<file path="src/rtl/demux8way16_buf.sv">
// Registered 1-to-WAYS distributor: steers or broadcasts one input word into
// per-channel one-entry holding registers with valid/ready handshakes.
`timescale 1ns/1ps
module demux8way16_buf #(
    parameter int unsigned WIDTH = 16,
    parameter int unsigned WAYS  = 8
) (
    input  logic                    clk,
    input  logic                    reset,
    input  logic [WIDTH-1:0]        in_data,
    input  logic [$clog2(WAYS)-1:0] in_sel,
    input  logic                    in_bcast,
    input  logic                    in_valid,
    output logic                    in_ready,
    output logic [WAYS*WIDTH-1:0]   out_data,
    output logic [WAYS-1:0]         out_valid,
    input  logic [WAYS-1:0]         out_ready,
    output logic [15:0]             accept_cnt
);

    localparam int unsigned SelW = $clog2(WAYS);

    typedef enum logic {StEmpty, StFull} ch_state_e;

    ch_state_e        state_q [WAYS];
    ch_state_e        state_d [WAYS];
    logic [WIDTH-1:0] data_q  [WAYS];
    logic [WIDTH-1:0] data_d  [WAYS];
    logic [15:0]      cnt_q, cnt_d;

    logic [WAYS-1:0] free;
    logic [WAYS-1:0] wr;
    logic            accept;

    // A channel is free when empty or being drained this cycle.
    always_comb begin
        free = '0;
        for (int k = 0; k < WAYS; k++) begin
            free[k] = (state_q[k] == StEmpty) || out_ready[k];
        end
    end

    assign in_ready = in_bcast ? (&free) : free[in_sel];
    assign accept   = in_valid & in_ready;

    always_comb begin
        wr    = '0;
        cnt_d = accept ? cnt_q + 16'd1 : cnt_q;
        for (int k = 0; k < WAYS; k++) begin
            wr[k]      = accept & (in_bcast | (in_sel == SelW'(k)));
            state_d[k] = state_q[k];
            data_d[k]  = wr[k] ? in_data : data_q[k];
            unique case (state_q[k])
                StEmpty: if (wr[k]) state_d[k] = StFull;
                StFull:  if (!wr[k] && out_ready[k]) state_d[k] = StEmpty;
                default: state_d[k] = StEmpty;
            endcase
        end
    end

    always_ff @(posedge clk) begin
        if (reset) begin
            cnt_q <= '0;
            for (int k = 0; k < WAYS; k++) begin
                state_q[k] <= StEmpty;
                data_q[k]  <= '0;
            end
        end else begin
            cnt_q <= cnt_d;
            for (int k = 0; k < WAYS; k++) begin
                state_q[k] <= state_d[k];
                data_q[k]  <= data_d[k];
            end
        end
    end

    always_comb begin
        out_valid = '0;
        out_data  = '0;
        for (int k = 0; k < WAYS; k++) begin
            out_valid[k]                = (state_q[k] == StFull);
            out_data[k*WIDTH +: WIDTH]  = data_q[k];
        end
    end

    assign accept_cnt = cnt_q;

endmodule

</file>
<file path="config.mk">
export PLATFORM = sky130hd
export DESIGN_NAME = demux8way16_buf
export DESIGN_NICKNAME = d
export VERILOG_FILES = /design/src/rtl/demux8way16_buf.sv
export SDC_FILE = /design/constraint.sdc
export NUM_CORES = 1
export LEC_CHECK = 0
export CELL_PAD_IN_SITES_DETAIL_PLACEMENT = 1
export CELL_PAD_IN_SITES_GLOBAL_PLACEMENT = 2
export CORE_MARGIN = 2
export CORE_UTILIZATION = 39
export CTS_BUF_LIST = sky130_fd_sc_hd__clkbuf_8
export CTS_CLUSTER_DIAMETER = 200
export CTS_CLUSTER_SIZE = 24
export DETAILED_ROUTE_END_ITERATION = 8
export DONT_BUFFER_PORTS = 1
export GPL_ROUTABILITY_DRIVEN = 0
export PLACE_DENSITY_LB_ADDON = 0.1
export SLEW_MARGIN = 10
export SYNTH_ARGS = -nofsm -noshare
export SYNTH_HDL_FRONTEND = slang
export SYNTH_SLANG_ARGS = --single-unit
</file>
<file path="constraint.sdc">
create_clock -name clk -period 3.92 [get_ports clk]
set_input_delay 0.196 -clock clk [delete_from_list [all_inputs] [get_ports clk]]
set_output_delay 0.196 -clock clk [all_outputs]
set_load 0.005 [all_outputs]
</file>
==> results.cfg, run 1 <==
[outcome]
status = completed

[synthesis]
yosysWarnings = 0
synth_top_cell_by_area = dfxtp_1
netlist_instances = 1226
yosysUniqueCellTypes = 52
synth_top_area_share_pct = 35.35
ys_ff_latch = 152
syn_avg_cell_area_um2 = 7.021
syn_area_um2 = 8608
synth_edf_count = 0
synthArstFlopShare_pct = 0
ys_seq_area_share_pct = 35.35
syn_nets = 1258
synth.area.top_cells = dfxtp_1 35%, or3_1 14%, nand2_1 9.1%, a21oi_1 7.6%, nor2_1 6.5%
ys.flop_type = dfxtp_1

[detailed_routing]
avgRoutedWirePerCell_um = 23.53
final_antenna_net_count = 0
wl_um = 34350
first_pass_iters = 5
vias = 8918
first_iter_violations = 586
viasPerCell = 6.108
drcViolationCount = 0

[sta]
skew_ps = 18.81
min_period_ps = 2455
relSlewSlack_pct = 30.83
fin_crit_sh_pct = 62.62
rsz0062_at_grt = no
setup_viol = 0
worstMarginPinSlew_ps = 1038
fmax_mhz = 407.4
hold_viol = 0
fin_tns_setup_ps = 0
slew_violations = 0
worst_slack_ps = 1465

[setup_path]
r2r-end = data_q[0][40]$_SDFFE_PP0P_
worstRegToRegCells = 6
endpoint = data_q[0][40]$_SDFFE_PP0P_
startpoint = state_q[4]$_SDFF_PP0_
worstReg2RegStart = state_q[4]$_SDFF_PP0_
crit_path_max_fanout = 86
critPathArrivalTime_ps = 2770
crit_path_end_kind = register
crit_type = register to register
r2r_slack_ps = 1470
start_kind = register
critPathRequiredTime_ps = 4230

[placement]
dp.cells = 1424
dp_hpwl_um = 22260
port_buffers = 0
post-place-ws_ps = 1548

[power]
p_leak_nw = 3.390
irDropWorstVdd_mv = 0.1995
power.total_mw = 3.787
power_density_nw_per_um2 = 410.5

[finish]
fin_nets = 1199
fill_cells = 2729
final-seq-area_um2 = 3043
drive_gt1_share_pct = 6.695
multi_input_area_um2 = 5022
stdcell_count = 1460
antenna_cells = 0
utilization_pct = 42.40
area_delta_synth_final_pct = 7.166

[clock_tree]
cts_made_buffers = 17
cts_root_buffer = clkbuf_8
worst_skew_pair.late_latency_ps = 470
cts_resized = 0
clockBufferDepth = 2
clock_sinks = 152
cts-hold-fix-buffers = 4
clkTransAtPathRegs_ps = 90
cts_tree = yes
cts_max_level = 4
cts_setup_buffers = 0

[floorplanning]
io_pins = 184
dieWidth_um = 152.6
die-area_um2 = 23280
std_cell_rows = 54
coreArea_um2 = 21760
initial_utilization_pct = 39.57
die_h_um = 152.6

[worst_hold_path]
min_path_type = primary input to register

[global_routing]
grt_pass1_wl_um = 52650
grt_max_degree = 110
grt_pass1_vias = 8643
grt_usage_pct = 28.66
antenna_found_initial = 0
gr-total-overflow = 0

[job]
max-cap-violations = 0
routing by layer:
layer	wire length (um)	GRT usage, %	vias up
met1	14900	37.52	4401
li1	-	-	4234
met2	16400	47.38	250
met5	0	0	-
met3	2559	7.480	33
met4	500	6.790	0
layout by cell type (no fill, tap or decap), types with 11 or more instances in the layout:
master	netlist	layout
nor2_1	150	150
nand2b_1	11	11
nor3_1	11	11
a32oi_1	18	18
buf_4	9	32
a21oi_1	131	130
dfxtp_1	152	152
o311ai_0	27	27
or3_1	196	196
nand3_1	109	109
clkbuf_8	0	17
nand2_1	208	208
how the worst min path moves through the flow:
| stage | startpoint | to | slack (ps) | cells past startpoint |
|---|---|---|---|---|
| after global placement | reset | accept_cnt[1]$_SDFFE_PP0P_ | 270 | 1 |
| after global routing | out_ready[5] | state_q[5]$_SDFF_PP0_ | 30 | 2 |
| final | reset | accept_cnt[14]$_SDFFE_PP0P_ | 20 | 3 |
| after CTS | reset | accept_cnt[14]$_SDFFE_PP0P_ | 0.5 | 3 |
| after floorplan | out_ready[6] | state_q[6]$_SDFF_PP0_ | 390 | 2 |
| after detailed placement | reset | accept_cnt[1]$_SDFFE_PP0P_ | 270 | 1 |
cells by family after synthesis:
logic type                 Yosys count  share of synthesized area, %
DFF                                152                         35.35
AOI/OAI and AO/OA                  233                         17.44
buffers and inverters              123                         6.613
and+or+nand+nor                    714                         40.10
muxes                                3                        0.3489
adders and majority gates            1                        0.1453
sequential cells by signal, summed over array words and instances (netlist names):
register    count
data_q        128
accept_cnt     16
state_q         8
per-stage QoR:
| step | cell area (um2) | hold WS, ps |
|---|---|---|
| after floorplan | 8608 | 390.6 |
| after global placement | 8773 | 270.9 |
| after detailed placement | 8773 | 272.7 |
| after CTS | 9225 | 0.5017 |
| after global routing | 9225 | 32.02 |
| final | 9225 | 21.59 |
synth_stat cells (6+ instances only):
cell type  count
nor3_1        11
o21ai_0       10
a21oi_1      131
nand2b_1      11
a21o_1         7
buf_6          6
nand3_1      109
a32oi_1       18
nand2_1      208
o311ai_0      27
dfxtp_1      152
nor2_1       150
or3_1        196
buf_4          9
clkbuf_1      77
o211ai_1       8
a31oi_1        7
buf_2         23
area by class of cell:
cell class | count | area share (%)
Clock buffer | 17 | 2.536
Clock inverter | 15 | 1.926
Inverter | 4 | 0.1899
Multi-Input combinational cell | 951 | 54.44
Sequential cell | 152 | 32.99
Tap cell | 280 | 3.798
Timing Repair Buffer | 41 | 4.123
worst max-delay path: stages, from the launching register on:
cell       delay [ps]
dfxtp_1           400
or4b_4            490
o2111a_2          200
a2bb2oi_4         470
buf_12            350
mux2i_1           230
o211ai_1          100
report_power, final:
part	internal (mW)	total, mW	switching (mW)
registers	1.69	1.84	0.145
clock network	0.632	1.31	0.682
logic	0.189	0.633	0.444
total	2.52	3.79	1.27
Note: power is estimated with default switching activity, not from simulation.
==> inputs of run 2 (changes only) <==
ABC_AREA = 1   (was unset)
CORE_UTILIZATION = 31   (was 39)
clock period = 2 ns   (was 3.92 ns; I/O delays follow)
==> results.cfg, run 2 <==
[power]
pwr-share-comb_pct = 14.7
power.total_mw = 7.058
seqPwrFrac_pct = 49.6
swShare_pct = 30.87
p_leak_nw = 3.902
clkPwrFrac_pct = 35.7
irDropWorstVdd_mv = 0.5354
power_density_nw_per_um2 = 901.9
cellInternalPower_mw = 4.879
p_sw_mw = 2.179

[clock_tree]
cts_made_buffers = 17
clock_sinks = 152
worst_skew_pair.late_latency_ps = 440
cts_root_buffer = clkbuf_8
clkTransAtPathRegs_ps = 100
clockBufferDepth = 2
cts_max_level = 4
cts_tree = yes

[synthesis]
synth_edf_count = 0
yosysMostFrequentCell = nand2_1
ys_ff_latch = 152
synth_top_area_share_pct = 44.76
synth_top_cell_by_area = dfxtp_1
ys.flop_type = dfxtp_1
yosysUniqueCellTypes = 23
netlist_top_cells_count = 303 x nand2_1, 280 x nor2_1, 152 x dfxtp_1, 152 x inv_1, 30 x buf_2
syn_nets = 1079
syn_avg_cell_area_um2 = 6.494
synth.area.top_cells = dfxtp_1 45%, nand2_1 17%, nor2_1 15%, inv_1 8.4%, nand4_1 2.3%
yosysWarnings = 0
synthArstFlopShare_pct = 0
ys_seq_area_share_pct = 44.76
syn_area_um2 = 6799
netlist_instances = 1047

[finish]
drive_gt1_share_pct = 6.473
area_delta_synth_final_pct = 15.09
layout_commonest_cell = nand2_1
fin_nets = 1085
antenna_cells = 0
fill_cells = 2759
stdcell_count = 1346
largest_register_ffs = 128
mostFrequentLayoutCells = 303 x nand2_1, 280 x nor2_1, 153 x inv_1, 152 x dfxtp_1, 27 x dlygate4sd3_1
utilization_pct = 36.08
regMostFlops = data_q

[setup_path]
crit_path_end_kind = output pin
critPathArrivalTime_ps = 1730
worstRegToRegCells = 12
crit_type = register to output pin
r2r-end = data_q[0][80]$_SDFFE_PP0P_
start_kind = register
critPathRequiredTime_ps = 1900
worstReg2RegStart = state_q[5]$_SDFF_PP0_
r2r_slack_ps = 180
crit_path_max_fanout = 10

[floorplanning]
initial_utilization_pct = 31.35
die_h_um = 152.1
dieWidth_um = 152.1
io_pins = 184
die-area_um2 = 23130
coreArea_um2 = 21690
std_cell_rows = 54

[global_routing]
grt_pass1_wl_um = 34990
grt_usage_pct = 19.55
antenna_found_initial = 2
grt_pass1_vias = 5884
grt_max_degree = 46
gr-total-overflow = 0

[detailed_routing]
wl_um = 23100
first_pass_iters = 4
drcViolationCount = 0
first_iter_violations = 265
vias = 5956
final_antenna_net_count = 0
viasPerCell = 4.425
avgRoutedWirePerCell_um = 17.16

[placement]
port_buffers = 0
post-place-ws_ps = 98.82
dp.cells = 1274
dp_hpwl_um = 14680

[sta]
fin_crit_sh_pct = 91.63
worst_slack_ps = 167.3
hold_viol = 0
relSlewSlack_pct = 33.36
slew_violations = 0
min_period_ps = 1833
fin_tns_setup_ps = 0
skew_ps = 11.16
setup_viol = 0
worstMarginPinSlew_ps = 999.6
fmax_mhz = 545.6

[worst_hold_path]
min_from = in_valid
min_to = data_q[0][89]$_SDFFE_PP0P_
hold_depth = 4
min_path_type = primary input to register

[job]
max-cap-violations = 0

[outcome]
status = completed
run 2: cell families after synthesis:
family | after synthesis | share of synthesized area [%]
simple gates | 625 | 36.66
buf+inv | 224 | 14.43
flops | 152 | 44.76
compound gates | 33 | 2.429
xor+xnor | 12 | 1.546
fa+ha+maj | 1 | 0.1840
run 2: worst max-delay path by stage:
stage                          start                     endpoint  cells after the start
4_1_cts        state_q[0]$_SDFF_PP0_                     in_ready                      7
6_report       state_q[5]$_SDFF_PP0_                     in_ready                      7
3_3_place_gp   state_q[5]$_SDFF_PP0_        state_q[5]$_SDFF_PP0_                      6
2_1_floorplan  state_q[0]$_SDFF_PP0_   accept_cnt[1]$_SDFFE_PP0P_                     10
5_1_grt        state_q[5]$_SDFF_PP0_                     in_ready                      7
3_5_place_dp   state_q[5]$_SDFF_PP0_  data_q[0][111]$_SDFFE_PP0P_                      7
run 2: metrics by stage:
stage / hold slack (ps) / instance area (um2)
CTS: 6.464 / 7662
global placement: 175.2 / 6972
detailed placement: 174.8 / 6972
global route: 41.56 / 7825
floorplan: 169.1 / 6799
finish: 50.20 / 7825
run 2: critical path, cell delays in order (launching register included):
cell and delay (ps):
dfxtp_1 360, nand2_1 120, nor2_1 110, nor2_1 50, nand2_1 150, nand3_4 140
buf_4 210, and2_1 160
run 2: final cells by class:
cell class | count | area, um2 | share of cell area, %
Multi-Input combinational cell | 674 | 2844 | 36.34
Clock buffer | 17 | 234.0 | 2.990
Clock inverter | 15 | 178.9 | 2.287
Timing Repair Buffer | 55 | 598.1 | 7.643
Inverter | 153 | 576.8 | 7.371
Sequential cell | 152 | 3043 | 38.89
Tap cell | 280 | 350.3 | 4.477
run 2: layer usage:
metal  track usage [%]  vias up  wire [um]
met1             25.56     2733      10690
met2             31.51      129      10680
met3             6.418       15       1483
met5                 0        -         13
met4             4.406        2        227
li1                  -     3077          -
run 2: repair_timing:
action	CTS	global route
cloned	0	3
setup buffers	0	9
hold buffers	27	1
endpoints found under the hold margin	151	1
endpoints found under the setup margin	1	54
pin swaps	0	4
gates resized for setup	1	4
run 2: power by group through the flow:
stage / combinational (mW) / clock (mW) / sequential, mW
2_1_floorplan: 0.746 / 0 / 3.49
3_3_place_gp: 0.847 / 0 / 3.58
3_5_place_dp: 0.858 / 0 / 3.58
4_1_cts: 1.01 / 2.63 / 3.52
5_1_grt: 1.21 / 2.72 / 3.54
6_report: 1.04 / 2.52 / 3.50
